===== src/rtl/key_scan_pkg.sv =====
// Shared types and constants for the 4x4 keypad scanner.
// Holds the scanner state enum, matrix dimensions and the row-probe helper.
package key_scan_pkg;

  localparam int KEY_W = 4;
  localparam int ROWS  = 4;
  localparam int COLS  = 4;
  localparam int IDX_W = 2;

  // Column 0 driven low, all other columns released.
  localparam logic [COLS-1:0] COL_RESET = 4'b1110;

  typedef enum logic [1:0] {
    ST_SCAN,
    ST_DEBOUNCE,
    ST_HOLD,
    ST_RELEASE
  } state_t;

  typedef struct packed {
    logic             hit;
    logic [IDX_W-1:0] idx;
  } probe_t;

  // A press is only meaningful when exactly one row reads low.
  function automatic probe_t single_low(input logic [ROWS-1:0] r);
    probe_t p;
    p.hit = 1'b0;
    p.idx = '0;
    if ($countones(~r) == 1) begin
      p.hit = 1'b1;
      for (int i = 0; i < ROWS; i++) begin
        if (!r[i]) p.idx = IDX_W'(i);
      end
    end
    return p;
  endfunction

endpackage


===== src/rtl/key_sync.sv =====
// Two-flop synchronizer for asynchronous inputs, parameterized width.
// Resets to RESET_VAL so an idle pulled-up bus reads as released.
module key_sync #(
  parameter int               WIDTH     = 4,
  parameter logic [WIDTH-1:0] RESET_VAL = '1
) (
  input  logic             clk,
  input  logic             rstn,
  input  logic [WIDTH-1:0] d,
  output logic [WIDTH-1:0] q
);

  logic [WIDTH-1:0] meta;

  // NOTE: non-blocking assignments make q take the pre-edge value of meta,
  // giving two real flop stages instead of one collapsed wire.
  always_ff @(posedge clk) begin
    if (rstn) begin
      meta <= RESET_VAL;
      q    <= RESET_VAL;
    end else begin
      meta <= d;
      q    <= meta;
    end
  end

endmodule


===== src/rtl/key_scan.sv =====
// 4x4 keypad scanner: rotates an active-low column drive, debounces a
// single-key press and its release, and reports the accepted key code.
module key_scan
  import key_scan_pkg::*;
#(
  parameter int DEBOUNCE_TICKS = 4
) (
  input  logic             clk,
  input  logic             rstn,
  input  logic             enable,
  input  logic [ROWS-1:0]  row,
  output logic [COLS-1:0]  col,
  output logic [KEY_W-1:0] key_code,
  output logic             key_valid,
  output logic             key_held
);

  localparam int CNT_W = $clog2(DEBOUNCE_TICKS + 1);

  logic [ROWS-1:0]  row_s;
  state_t           state, state_next;
  logic [IDX_W-1:0] col_idx;
  logic [IDX_W-1:0] row_idx;
  logic [ROWS-1:0]  row_pat;
  logic [CNT_W-1:0] cnt;
  probe_t           probe;
  logic             cnt_last;

  logic latch, cnt_clr, cnt_inc, col_adv, accept, release_done;

  key_sync #(
    .WIDTH     (ROWS),
    .RESET_VAL ('1)
  ) u_sync (
    .clk  (clk),
    .rstn (rstn),
    .d    (row),
    .q    (row_s)
  );

  assign probe    = single_low(row_s);
  assign cnt_last = (cnt == CNT_W'(DEBOUNCE_TICKS - 1));

  always_ff @(posedge clk) begin
    if (rstn) state <= ST_SCAN;
    else      state <= state_next;
  end

  // NOTE: every output of this block gets a default first, so no path
  // through the case can leave one unassigned and infer a latch.
  always_comb begin
    state_next   = state;
    latch        = 1'b0;
    cnt_clr      = 1'b0;
    cnt_inc      = 1'b0;
    col_adv      = 1'b0;
    accept       = 1'b0;
    release_done = 1'b0;
    if (enable) begin
      unique case (state)
        ST_SCAN: begin
          if (probe.hit) begin
            latch      = 1'b1;
            cnt_clr    = 1'b1;
            state_next = ST_DEBOUNCE;
          end else begin
            col_adv = 1'b1;
          end
        end
        ST_DEBOUNCE: begin
          if (row_s == row_pat) begin
            cnt_inc = 1'b1;
            if (cnt_last) begin
              accept     = 1'b1;
              state_next = ST_HOLD;
            end
          end else begin
            col_adv    = 1'b1;
            state_next = ST_SCAN;
          end
        end
        ST_HOLD: begin
          // Only the latched row matters; other keys in that column are ignored.
          if (row_s[row_idx]) begin
            cnt_clr    = 1'b1;
            state_next = ST_RELEASE;
          end
        end
        ST_RELEASE: begin
          if (row_s[row_idx]) begin
            cnt_inc = 1'b1;
            if (cnt_last) begin
              release_done = 1'b1;
              col_adv      = 1'b1;
              state_next   = ST_SCAN;
            end
          end else begin
            cnt_clr = 1'b1;
          end
        end
      endcase
    end
  end

  always_comb begin
    col = ~(~COL_RESET << col_idx);
  end

  always_ff @(posedge clk) begin
    if (rstn) begin
      col_idx   <= '0;
      row_idx   <= '0;
      row_pat   <= '1;
      cnt       <= '0;
      key_code  <= '0;
      key_valid <= 1'b0;
      key_held  <= 1'b0;
    end else begin
      // Pulse for the acceptance clock only, regardless of enable spacing.
      key_valid <= accept;
      if (col_adv) col_idx <= col_idx + 1'b1;
      if (latch) begin
        row_idx <= probe.idx;
        row_pat <= row_s;
      end
      if (cnt_clr)      cnt <= '0;
      else if (cnt_inc) cnt <= cnt + 1'b1;
      if (accept) begin
        key_code <= {row_idx, col_idx};
        key_held <= 1'b1;
      end
      if (release_done) key_held <= 1'b0;
    end
  end

endmodule


===== config.mk =====
export PLATFORM = sky130hd
export DESIGN_NAME = key_scan
export DESIGN_NICKNAME = d
export VERILOG_FILES = /design/src/rtl/key_scan_pkg.sv /design/src/rtl/key_sync.sv /design/src/rtl/key_scan.sv
export SDC_FILE = /design/constraint.sdc
export NUM_CORES = 1
export LEC_CHECK = 0
export BUFFER_PORTS_ARGS = -buffer_cell sky130_fd_sc_hd__buf_2
export CAP_MARGIN = 0
export CORE_ASPECT_RATIO = 0.8
export CORE_UTILIZATION = 30
export CTS_BUF_LIST = sky130_fd_sc_hd__clkbuf_16
export DETAILED_ROUTE_END_ITERATION = 10
export GPL_TIMING_DRIVEN = 0
export SLEW_MARGIN = 40
export SYNTH_ARGS = -nofsm -noshare
export SYNTH_HDL_FRONTEND = slang
export SYNTH_SLANG_ARGS = --single-unit

===== constraint.sdc =====
create_clock -name clk -period 2.94 [get_ports clk]
set_input_delay 0 -clock clk [delete_from_list [all_inputs] [get_ports clk]]
set_output_delay 0 -clock clk [all_outputs]
set_load 0.1 [all_outputs]

==> Word-level counts from Yosys, hierarchy flattened <==
Cells that the tools add are included.
{ "totals": {"in_bits": 7, "ff_bits": 27, "wordCells": 68} }
{ "classes": {"muxes": 34, "eq_ne": 11, "bitwise": 2, "shifts": 1, "n_reduce_logical": 4, "order_cmp": 1, "n_addsub": 5} }
{ "op_table": {"columns": ["op", "n"], "rows": [
  ["2-to-1 mux 1 bit", 20],
  ["2-to-1 mux 2 bit", 8],
  ["!= test 2 bit, second input constant", 4],
  ["inverter 4 bit", 2],
  ["one-hot mux 2 bit (4 select lines)", 1],
  ["one-hot mux 1 bit (3 select lines)", 2],
  ["AND reduction 6 bit", 1],
  ["adder 1 x 1 -> 2 bit", 2],
  ["equality test 2 bit, second input constant", 2],
  ["equality test 4 bit", 1],
  ["OR reduction 2 bit", 2],
  ["<< shifter 1 x 2 -> 4 bit, first input constant", 1],
  ["adder 2 x 2 -> 3 bit", 1],
  ["adder 3 x 1 -> 3 bit, second input constant", 1],
  ["equality test 3 x 1 -> 1 bit, second input constant", 1],
  ["equality test 3 x 2 -> 1 bit, second input constant", 1],
  ["less-than comparator 2 x 3 -> 1 bit, second input constant", 1],
  ["2-to-1 mux 3 bit", 1],
  ["!= test 3 bit, second input constant", 1],
  ["adder 2 x 1 -> 2 bit, second input constant", 1],
  ["binary-select mux 1 bit (select 2 bit)", 1],
  ["equality test 2 x 1 -> 1 bit, second input constant", 1],
  ["zero test 2 bit", 1],
  ["one-hot mux 1 bit (2 select lines)", 1]
]} }

==> Depth between registers and ports, before layout <==
{ "logic_depth": {"ltp_word": 9, "depth_mapped": 10, "mapped_depth_nobuf": 9} }

==> Modules after synthesis <==
Synthesis repeated with hierarchy kept, for this count alone.
{ "unflattened": {"cells_unflattened": 130, "hier_area_um2": 1277.5} }
{ "modules_own_cells": {"columns": ["module", "cells_each", "area_per_inst_um2", "n_inst"], "rows": [
  ["key_scan", 114, 1067.3, 1],
  ["key_sync", 16, 210.2, 1]
]} }

==> Least setup slack after synthesis <==
No wires, ideal clock.
{ "synth_timing": {"path_kind": "register -> register", "from": "register u_sync.q[0]", "to": "register col_idx[0]", "synth_period_minus_slack_ns": 2.625, "path_stages_with_launch": 9, "setup_ns": 0.121, "required_time_ns": 2.819, "n_path_buf": 0, "t_arrival_ns": 2.504, "slack_ns": 0.315, "path_cell_list": "dfxtp_1 > fa_1 > inv_1 > ha_1 > ha_1 > or3b_1 > mux2_2 > a31oi_4 > mux2_4"} }
{ "synth_via": {"elab_chain_len": 8} }
{ "synth_lines": {"columns": ["item", "line", "source"], "rows": [
  ["start, declared", "key_sync.sv:10", "output logic [WIDTH-1:0] q"],
  ["start signal, assigned", "key_sync.sv:23", "q <= meta;"],
  ["inverter 4 bit", "key_scan_pkg.sv:30", "if ($countones(~r) == 1) begin"],
  ["adder 1 x 1 -> 2 bit (not written as such)", "key_scan_pkg.sv:30", null],
  ["adder 2 x 2 -> 3 bit (not written as such)", "key_scan_pkg.sv:30", null],
  ["equality test 3 x 1 -> 1 bit", "key_scan_pkg.sv:30", null],
  ["2-to-1 mux 3 bit", "key_scan_pkg.sv:30", null],
  ["2-to-1 mux 1 bit", "key_scan.sv:62", "if (probe.hit) begin"],
  ["one-hot mux 1 bit (3 select lines) *", "key_scan.sv:60", "unique case (state)"],
  ["2-to-1 mux 1 bit *", "key_scan.sv:59", "if (enable) begin"],
  ["end signal, assigned", "key_scan.sv:121", "if (col_adv) col_idx <= col_idx + 1'b1;"],
  ["end, declared", "key_scan.sv:22", "logic [IDX_W-1:0] col_idx;"]
]} }
Mark *: on every way between the ends. The rest lies on a longest branch, timed or not. The select of a mux whose other input is x is not followed.
A chain may end at the register's enable or synchronous reset.

==> Final worst setup path <==
{ "layout_timing": {"from": "register u_sync.q[0]", "to": "register row_pat[3]"} }
{ "layout_via": {"elab_chain_len": 8} }
{ "layout_lines": {"columns": ["item", "line", "source"], "rows": [
  ["inverter 4 bit", "key_scan_pkg.sv:30", null],
  ["adder 1 x 1 -> 2 bit (not written as such)", "key_scan_pkg.sv:30", null],
  ["adder 2 x 2 -> 3 bit (not written as such)", "key_scan_pkg.sv:30", null],
  ["equality test 3 x 1 -> 1 bit", "key_scan_pkg.sv:30", null],
  ["2-to-1 mux 3 bit", "key_scan_pkg.sv:30", null],
  ["2-to-1 mux 1 bit", "key_scan.sv:62", null],
  ["2-to-1 mux 1 bit", "key_scan.sv:60", null],
  ["2-to-1 mux 1 bit", "key_scan.sv:59", null],
  ["end signal, assigned", "key_scan.sv:124", "row_pat <= row_s;"],
  ["end, declared", "key_scan.sv:24", "logic [ROWS-1:0] row_pat;"]
]} }
Every way passes these cells.

==> metrics <==
status=complete, no violations; Sink Count=27; antenna-violating nets left=0; PortBufs=15; Largest stage delay, worst path=around 0.55 ns; DRT Pass-1 Iters=6; Cells after Synth=127; initial core utilization=31.3%; most frequent cells in the layout=dfxtp_1 (27), buf_2 (16), nor2_1 (14); cell count after placement=199; crit path max-delay cell type=fa_1; power per cell area=approximately 560 nW/µm²; worst min path class=input pin to flip-flop; GR Overflow Total=0; die area=4650 µm²; final hold slack=a little under 0.2 ns; Critical Path Start Type=flip-flop; most common cell after layout, fill and taps aside=dfxtp_1; FILL cells=427; gr usage total=11.3%; Clock Tree Buf Depth=2; peak supply drop=approximately 280 µV; Crit. End Element=flip-flop; worst slack at placement=0.153 ns; CP max FO=10; Die Ht=61.2 µm; first-pass GRT wire length=4.15 mm; placeable core area=4200 µm²; largest net degree at the start of global routing=17; Post-synth ARST share=0%; number of flops mapped to enable cells by yosys=0; # setup viols final=0; CTS Root Buffer Type=clkbuf_16; CTS tree=built; skew final=roughly 0.0032 ns; Period minus WS final=2.80 ns; max-slew violations=0; final WL=around 2.3 mm; Mapped Nets=143; overall power=0.000892 W; measured slew at the worst slew-check pin=0.488 ns; insertion delay to the later sink of the worst-skew pair=0.26 ns; static leakage=0.631 nW; initial antenna violation count=0; # Max-Cap Violations=0; vias=922; unique cell type count in the Yosys netlist=37; post-synthesis register bit count=27; CP required=3.09 ns; Primary FF master, synth=dfxtp_1; post-cts sizing count=0; I/O pins=17; Placer Congestion=0.799; Non-Filler Instances=just over 200; Post-Syn Area per Cell=10.3 µm²; width of the die=between 70 and 80 µm; n_diodes=0; Setup TNS=0 ns; share of cells above drive strength 1=28.7%; total CTS buffers=3; initial DRC count=57; worst setup slack after layout=~0.14 ns; row cnt=21; Layout Nets=about 170; critical path class=flip-flop to flip-flop; residual DRC count=0; drt via density=around 4.5; Fmax achieved=357 MHz; crit-path leading delay family=adder cells; vias in the first global route=954; Post-Syn Area=between 1000 and 1500 µm²; arrival time worst endpoint=approximately 3.0 ns; synthesis-to-finish area growth=20.5%; final hold viol count=0; H-Tree Level Count=1; WL/cell=10.9 µm; Worst Path Buf+Inv=2; fin crit share=95.2%; clock transition at the registers of the reported paths=0.07 ns; Synth warnings=0; RSZ-0062 raised after global routing=false; Slew HR=67.7%; register area share after synthesis=41.1%; cell with the most instances on the worst path=ha_1; crit path cell chain=fa_1 -> inv_1 -> ha_1 -> ha_1 -> or3b_1 -> nor4_2 -> buf_4 -> nor2b_1 -> a211o_1; HPWL Detailed=1.73 mm
==> sequential cells by signal, indices dropped and copies added (netlist names), named ones only <==
name and flops:
row_idx 2, u_sync.q 4, col_idx 2, key_code 4, key_held 1, key_valid 1
state 1, row_pat 4, u_sync.meta 4, cnt 3
==> worst min-delay path, stage by stage <==
cell	delay (ns)
buf_2	0.16
a31oi_4	0.12
mux2i_1	0.12
==> Yosys cell counts (2+ instances only) <==
cell / instances / area (µm²)
nand2b_1: 3 / 18.8
xnor2_1: 5 / 43.8
nor2_1: 14 / 52.6
mux2i_1: 7 / 70.1
ha_1: 8 / 100
dfxtp_1: 27 / 541
mux2_4: 4 / 60.1
inv_1: 12 / 45.0
inv_2: 2 / 7.51
clkbuf_1: 3 / 11.3
a211o_1: 4 / 35.0
or2_2: 8 / 50.1
nand2_1: 2 / 7.51
nor2b_1: 4 / 25.0
a21oi_1: 2 / 10.0
==> layer usage <==
metal | vias to the layer above | global-route usage (%) | wire, µm
met4 | 0 | 3.02 | 10
li1 | 472 | - | -
met3 | 2 | 3.26 | 83
met5 | - | 0 | 0
met2 | 13 | 21.4 | 1080
met1 | 435 | 12.9 | 1080
==> cell families (layout without fill, tap and decap cells) <==
| group | Yosys count | in the layout | share of synthesized area (%) |
|---|---|---|---|
| buffers and inverters | 19 | 42 | 5.81 |
| multiplexers | 12 | 12 | 10.8 |
| AND/OR/NAND/NOR | 39 | 39 | 18.9 |
| flip-flops | 27 | 27 | 41.1 |
| adder cells (fa/ha/maj) | 9 | 9 | 9.14 |
| XOR/XNOR | 5 | 5 | 3.33 |
| AO/OA/AOI/OAI | 16 | 16 | 11.0 |
==> metrics by stage <==
step                      instance area (µm²)  utilization [%]
after floorplan                          1310                -
after global placement                   1460             34.7
after detailed placement                 1460             34.7
after CTS                                1580             37.6
after global routing                     1580             37.6
final                                    1580             37.6
==> path summary, 6_finish.rpt <==
path	start	endpoint	slack [ns]	depth (start not counted)
max	u_sync.q[0]	row_pat[3]	0.14	9
min	enable	col_idx[1]	0.20	3
max reg2reg	u_sync.q[0]	row_pat[3]	0.14	9
min reg2reg	u_sync.meta[0]	u_sync.q[0]	0.41	1
==> repair_timing <==
| action | CTS | global route |
|---|---|---|
| buffers inserted | 0 | 0 |
| hold buffers | 4 | 0 |
| hold endpoints to repair | 4 | 0 |
==> power breakdown <==
group	internal [W]	total, W	leakage [nW]	switching, W
logic	0.0000649	0.000182	0.373	0.000117
registers	0.000384	0.000402	0.221	0.0000181
clock network	0.000185	0.000308	0.0371	0.000123
==> area by class of cell <==
class / count / area, µm² / area share, %
Clock inverter: 1 / 7.51 / 0.474
Timing Repair Buffer: 19 / 115 / 7.27
Buffer: 5 / 23.8 / 1.50
Sequential cell: 27 / 541 / 34.2
Inverter: 14 / 52.6 / 3.32
Clock buffer: 3 / 75.1 / 4.74
Multi-Input combinational cell: 81 / 697 / 44.0
Tap cell: 57 / 71.3 / 4.51
Note: power is estimated with default switching activity, not from simulation.
